**src/rtl/speed_sequencer.sv**
```systemverilog
// Game-speed sequencer: shared countdown timebase, periodic ticks, level/rate stepping.
// Define SPEED_SEQ_WRAP_EN to wrap from MAX_LEVEL back to level 0 instead of saturating.
module speed_sequencer #(
  parameter int unsigned CLK_HZ          = 50000000,
  parameter int unsigned BASE_RATE       = 1,
  parameter int unsigned RATE_STEP       = 1,
  parameter int unsigned TICKS_PER_LEVEL = 16,
  parameter int unsigned MAX_LEVEL       = 15,
  parameter int unsigned LEVEL_W         = 4
) (
  input  logic               clk,
  input  logic               reset,
  input  logic               start,
  input  logic               pause,
  input  logic               stop,
  output logic               tick,
  output logic               half,
  output logic [LEVEL_W-1:0] level,
  output logic [25:0]        rate,
  output logic               level_up,
  output logic               busy,
  output logic               running
);

  localparam int unsigned        TcW      = (TICKS_PER_LEVEL > 1) ? $clog2(TICKS_PER_LEVEL) : 1;
  localparam logic [TcW-1:0]     TcLast   = TcW'(TICKS_PER_LEVEL - 1);
  localparam logic [25:0]        Dividend = 26'(CLK_HZ);
  localparam logic [25:0]        BaseRate = 26'(BASE_RATE);
  localparam logic [25:0]        Step     = 26'(RATE_STEP);
  localparam logic [LEVEL_W-1:0] MaxLevel = LEVEL_W'(MAX_LEVEL);
  localparam logic [4:0]         LastIter = 5'd25;

  typedef enum logic [1:0] {StIdle, StCalc, StRun, StPause} state_e;

  state_e             state_q;
  logic [LEVEL_W-1:0] level_q;
  logic [25:0]        rate_q;
  logic [25:0]        count_q;
  logic [25:0]        quot_q;
  logic [TcW-1:0]     tick_cnt_q;
  logic [25:0]        rem_q;
  logic [25:0]        dq_q;   // dividend bits shift out the top, quotient bits shift in below
  logic [4:0]         iter_q;

  // One restoring-division step per cycle; the divisor is the (frozen) current rate.
  logic [26:0] rem_shift;
  logic        rem_ge;
  logic [25:0] rem_next;
  logic [25:0] quo_next;

  assign rem_shift = {rem_q, dq_q[25]};
  assign rem_ge    = rem_shift >= {1'b0, rate_q};
  assign rem_next  = rem_ge ? (rem_shift[25:0] - rate_q) : rem_shift[25:0];
  assign quo_next  = {dq_q[24:0], rem_ge};

  logic [26:0] rate_sum;
  logic [25:0] rate_inc;

  assign rate_sum = {1'b0, rate_q} + {1'b0, Step};
  assign rate_inc = rate_sum[26] ? '1 : rate_sum[25:0];

  logic               level_room;
  logic               wrap;
  logic [LEVEL_W-1:0] level_nxt;
  logic [25:0]        rate_nxt;

`ifdef SPEED_SEQ_WRAP_EN
  assign level_room = 1'b1;
  assign wrap       = (level_q >= MaxLevel);
`else
  assign level_room = (level_q < MaxLevel);
  assign wrap       = 1'b0;
`endif

  assign level_nxt = wrap ? '0 : level_q + 1'b1;
  assign rate_nxt  = wrap ? BaseRate : rate_inc;

  logic last_tick;

  assign last_tick = (tick_cnt_q == TcLast);
  assign tick      = !reset && !stop && (state_q == StRun) && (count_q == '0) && !pause;
  assign level_up  = tick && last_tick && level_room;
  assign half      = (state_q == StRun) && (count_q <= (quot_q >> 1));
  assign busy      = (state_q == StCalc);
  assign running   = (state_q == StRun) || (state_q == StPause);
  assign level     = level_q;
  assign rate      = rate_q;

  always_ff @(posedge clk) begin
    if (reset) begin
      state_q    <= StIdle;
      level_q    <= '0;
      rate_q     <= BaseRate;
      count_q    <= '0;
      quot_q     <= '0;
      tick_cnt_q <= '0;
      rem_q      <= '0;
      dq_q       <= '0;
      iter_q     <= '0;
    end else if (stop) begin
      // Any divide in flight is simply dropped.
      state_q    <= StIdle;
      level_q    <= '0;
      rate_q     <= BaseRate;
      count_q    <= '0;
      tick_cnt_q <= '0;
      iter_q     <= '0;
    end else begin
      unique case (state_q)
        StIdle: begin
          if (start) begin
            level_q    <= '0;
            rate_q     <= BaseRate;
            tick_cnt_q <= '0;
            rem_q      <= '0;
            dq_q       <= Dividend;
            iter_q     <= '0;
            state_q    <= StCalc;
          end
        end
        StCalc: begin
          rem_q  <= rem_next;
          dq_q   <= quo_next;
          iter_q <= iter_q + 5'd1;
          if (iter_q == LastIter) begin
            quot_q  <= quo_next;
            count_q <= quo_next;
            state_q <= StRun;
          end
        end
        StRun: begin
          if (pause) begin
            state_q <= StPause;
          end else if (count_q == '0) begin
            count_q <= quot_q;
            if (last_tick) begin
              tick_cnt_q <= '0;
              if (level_room) begin
                level_q <= level_nxt;
                rate_q  <= rate_nxt;
                rem_q   <= '0;
                dq_q    <= Dividend;
                iter_q  <= '0;
                state_q <= StCalc;
              end
            end else begin
              tick_cnt_q <= tick_cnt_q + 1'b1;
            end
          end else begin
            count_q <= count_q - 26'd1;
          end
        end
        StPause: begin
          if (!pause) state_q <= StRun;
        end
        default: state_q <= StIdle;
      endcase
    end
  end

endmodule

```
**config.mk**
```make
export PLATFORM = sky130hd
export DESIGN_NAME = speed_sequencer
export DESIGN_NICKNAME = d
export VERILOG_FILES = /design/src/rtl/speed_sequencer.sv
export SDC_FILE = /design/constraint.sdc
export NUM_CORES = 1
export LEC_CHECK = 0
export CAP_MARGIN = 20
export CORE_AREA = 2 2 134 136
export DETAILED_ROUTE_END_ITERATION = 10
export DIE_AREA = 0 0 136 138
export GPL_TIMING_DRIVEN = 0
export PLACE_DENSITY_LB_ADDON = 0.1
export SYNTH_ARGS = -nofsm -noshare
export SYNTH_HDL_FRONTEND = slang
export SYNTH_SLANG_ARGS = --single-unit
```
**constraint.sdc**
```tcl
create_clock -name clk -period 3.1 [get_ports clk]
set_input_delay 0.31 -clock clk [delete_from_list [all_inputs] [get_ports clk]]
set_output_delay 0.31 -clock clk [all_outputs]
set_load 0.02 [all_outputs]
```
==> run summary <==
DP HPWL -> 21,700 µm
register area share after synthesis -> 0.315
die height -> 138 µm
ranking of synthesized cells by area -> dfxtp_1 (32%), ha_1 (7.9%), nand2_1 (6.4%)
initial antenna violation count -> 0
nets@finish -> 1,360
#FFs+latches synth -> 145
vias in the first global route -> 8,932
Post-synth EDFFs -> 0
port bufs -> 39
Critical Path AT -> 3.43 ns
number of DRC markers in iteration 0 -> 981
total grt overflow -> 0
# DRC -> 0
CP max stage delay -> 0.70 ns
Worst Setup End Kind -> flop
Avg Cell Area, Syn -> 7.48 µm²
share of cells above drive strength 1 -> 0.0826
CTS HTree Levels -> 4
setup tns final -> 0 ns
syn_nets -> 1,294
Antenna diodes -> 0
Post-Synthesis Cells -> 1,230
Fin. Hold Viols -> 0
CTS tree -> yes
fin crit period -> 3.06 ns
count of standard-cell rows -> 49
top-area cell type share of the netlist area -> 0.315
Fmax -> 0.327 GHz
Root Buffer -> clkbuf_16
final cycle utilization of the critical path -> 0.987
CTS Sinks -> 145
DR WL/cell -> 19.4 µm
# IOs -> 40
Worst-path clk slew -> 0.07 ns
share of synthesized registers carrying an async set or reset -> 0
Slew headroom -> 0.320
Finished Core Util -> 0.613
Die X-Extent -> 136 µm
Worst Path Required -> 3.47 ns
TritonCTS Buffers -> 17
most frequent cells in the layout -> nand2_1 (156), dfxtp_1 (142), a21oi_1 (109), nor2_1 (102), o21ai_0 (101)
Cell Area, Synth -> 9200 µm²
GRT Overall Usage -> 0.313
core area -> 17,500 µm²
drt pass-1 iters -> 5
Worst-Margin Slew -> 1.01 ns
worst hold path class -> flop to flop
crit path max-delay cell type -> or4b_2
status -> completed
area grow syn2layout -> 16.7%
Placed Cells -> 1,498
Yosys warnings -> 0
Slew Limit Fails -> 0
worst skew pair latency -> 0.43 ns
RePlAce Congestion -> 0.944
DIE AREA -> 18,800 µm²
clk buf depth -> 2
Crit Path Class -> flop to flop
type of origin of the critical path -> flop
Final setup violation count -> 0
remaining antenna violation count -> 0
Via Count -> 9,533
most common cell after layout, fill and taps aside -> nand2_1
Post-Route WL -> 29,800 µm
Hold Buf Count CTS -> 0
Yosys top cell by area -> dfxtp_1
WHS -> 0.452 ns
CP max FO -> 8
Pwr Total -> 0.00651 W
PwrDens -> 606 nW/µm²
maxcap violations -> 0
top_reg_cell synth -> dfxtp_1
CP Cell Sequence -> inv_1 -> ha_1 -> clkbuf_1 -> nand4_1 -> nor2_1 -> a31oi_1 -> o21ai_1 -> a31oi_4 -> or4b_2 -> nand2_1
first-pass GRT wire length -> 46,500 µm
worst vdd ir -> 428 µV
Initial Util -> 0.525
fin cells -> 1,536
worst-case clock skew -> 0.0122 ns
via/cell ratio -> 6.21
Yosys cell types -> 69
Lkg Pwr -> 4.14 nW
largest net degree at the start of global routing -> 17
registers in the layout (all words and copies together), names as in the netlist:
| name | flops |
|---|---|
| rate | 26 |
| level | 4 |
| quot_q | 26 |
| state_q | 2 |
| iter_q | 5 |
| dq_q | 26 |
| tick_cnt_q | 4 |
| rem_q | 26 |
| count_q | 26 |
path summary, 6_finish.rpt:
check	startpoint	to	slack, ns	cells after the start
worst max-delay path	rate[20]	rem_q[21]	0.04	10
worst min-delay path	quot_q[13]	quot_q[13]	0.45	2
worst max register to register	rate[20]	rem_q[21]	0.04	10
worst min register to register	quot_q[13]	quot_q[13]	0.45	2
cell usage after synthesis (all sizes together), types with 8 or more instances:
| master | n |
|---|---|
| a21oi | 111 |
| o21ai | 107 |
| mux2i | 17 |
| or3 | 14 |
| nor4 | 17 |
| nand3 | 35 |
| nand4 | 19 |
| nor3 | 40 |
| o211ai | 29 |
| nor2 | 107 |
| a41oi | 9 |
| a32oi | 8 |
| a21o | 25 |
| inv | 71 |
| a211oi | 18 |
| xor2 | 13 |
| ha | 58 |
| nand2b | 8 |
| buf | 11 |
| nand2 | 157 |
| o21a | 11 |
| xnor2 | 10 |
| a31oi | 23 |
| dfxtp | 145 |
| a22oi | 13 |
| clkbuf | 59 |
metrics by stage:
step                setup WS [ns]  instance area [µm²]
global placement           -0.731                 9880
floorplan                   0.153                 9200
global route              -0.0215                10700
finish                     0.0412                10700
detailed placement         -0.710                 9880
CTS                       0.00394                10600
report_power, final:
group | total, W | internal, W | switching [W]
logic | 0.00247 | 0.00107 | 0.00141
clock network | 0.00206 | 0.00124 | 0.000823
registers | 0.00197 | 0.00192 | 0.0000562
total | 0.00651 | 0.00422 | 0.00229
cell type report:
| cell class | count | area (µm²) |
|---|---|---|
| multi-input combinational | 944 | 5930 |
| inverter | 71 | 267 |
| buffer | 65 | 298 |
| clock inverter | 9 | 109 |
| clock buffer | 21 | 470 |
| sequential | 145 | 2910 |
| tap | 229 | 287 |
| fill | 1663 | 6790 |
| timing repair buffer | 52 | 475 |
repair_timing:
action,4_1_cts,5_1_grt
gates resized for setup,35,44
setup endpoints to repair,91,65
pin swaps,4,8
setup buffers,2,11
metal layers:
| layer | vias to the layer above | share of wire | track usage |
|---|---|---|---|
| met5 | - | 0 | 0 |
| met4 | 0 | 0.044 | 0.148 |
| met3 | 84 | 0.058 | 0.0590 |
| met2 | 359 | 0.47 | 0.510 |
| met1 | 4474 | 0.43 | 0.397 |
| li1 | 4616 | - | - |
critical path: cells and delay by family (launching register included):
family	cells	cell delay [ns]
AO/OA/AOI/OAI	3	0.47
adder cells (fa/ha/maj)	1	0.30
buffers and inverters	2	0.46
flip-flops	1	0.41
AND/OR/NAND/NOR	4	1.35
logic make-up after synthesis:
| logic type | synth area share |
|---|---|
| buffers and inverters | 0.0598 |
| adders and majority gates | 0.0810 |
| and+or+nand+nor | 0.224 |
| DFF | 0.315 |
| AOI/OAI and AO/OA | 0.279 |
| muxes | 0.0185 |
| xor gates and xnor gates | 0.0219 |
No activity file was read; power rests on OpenSTA's default activity.
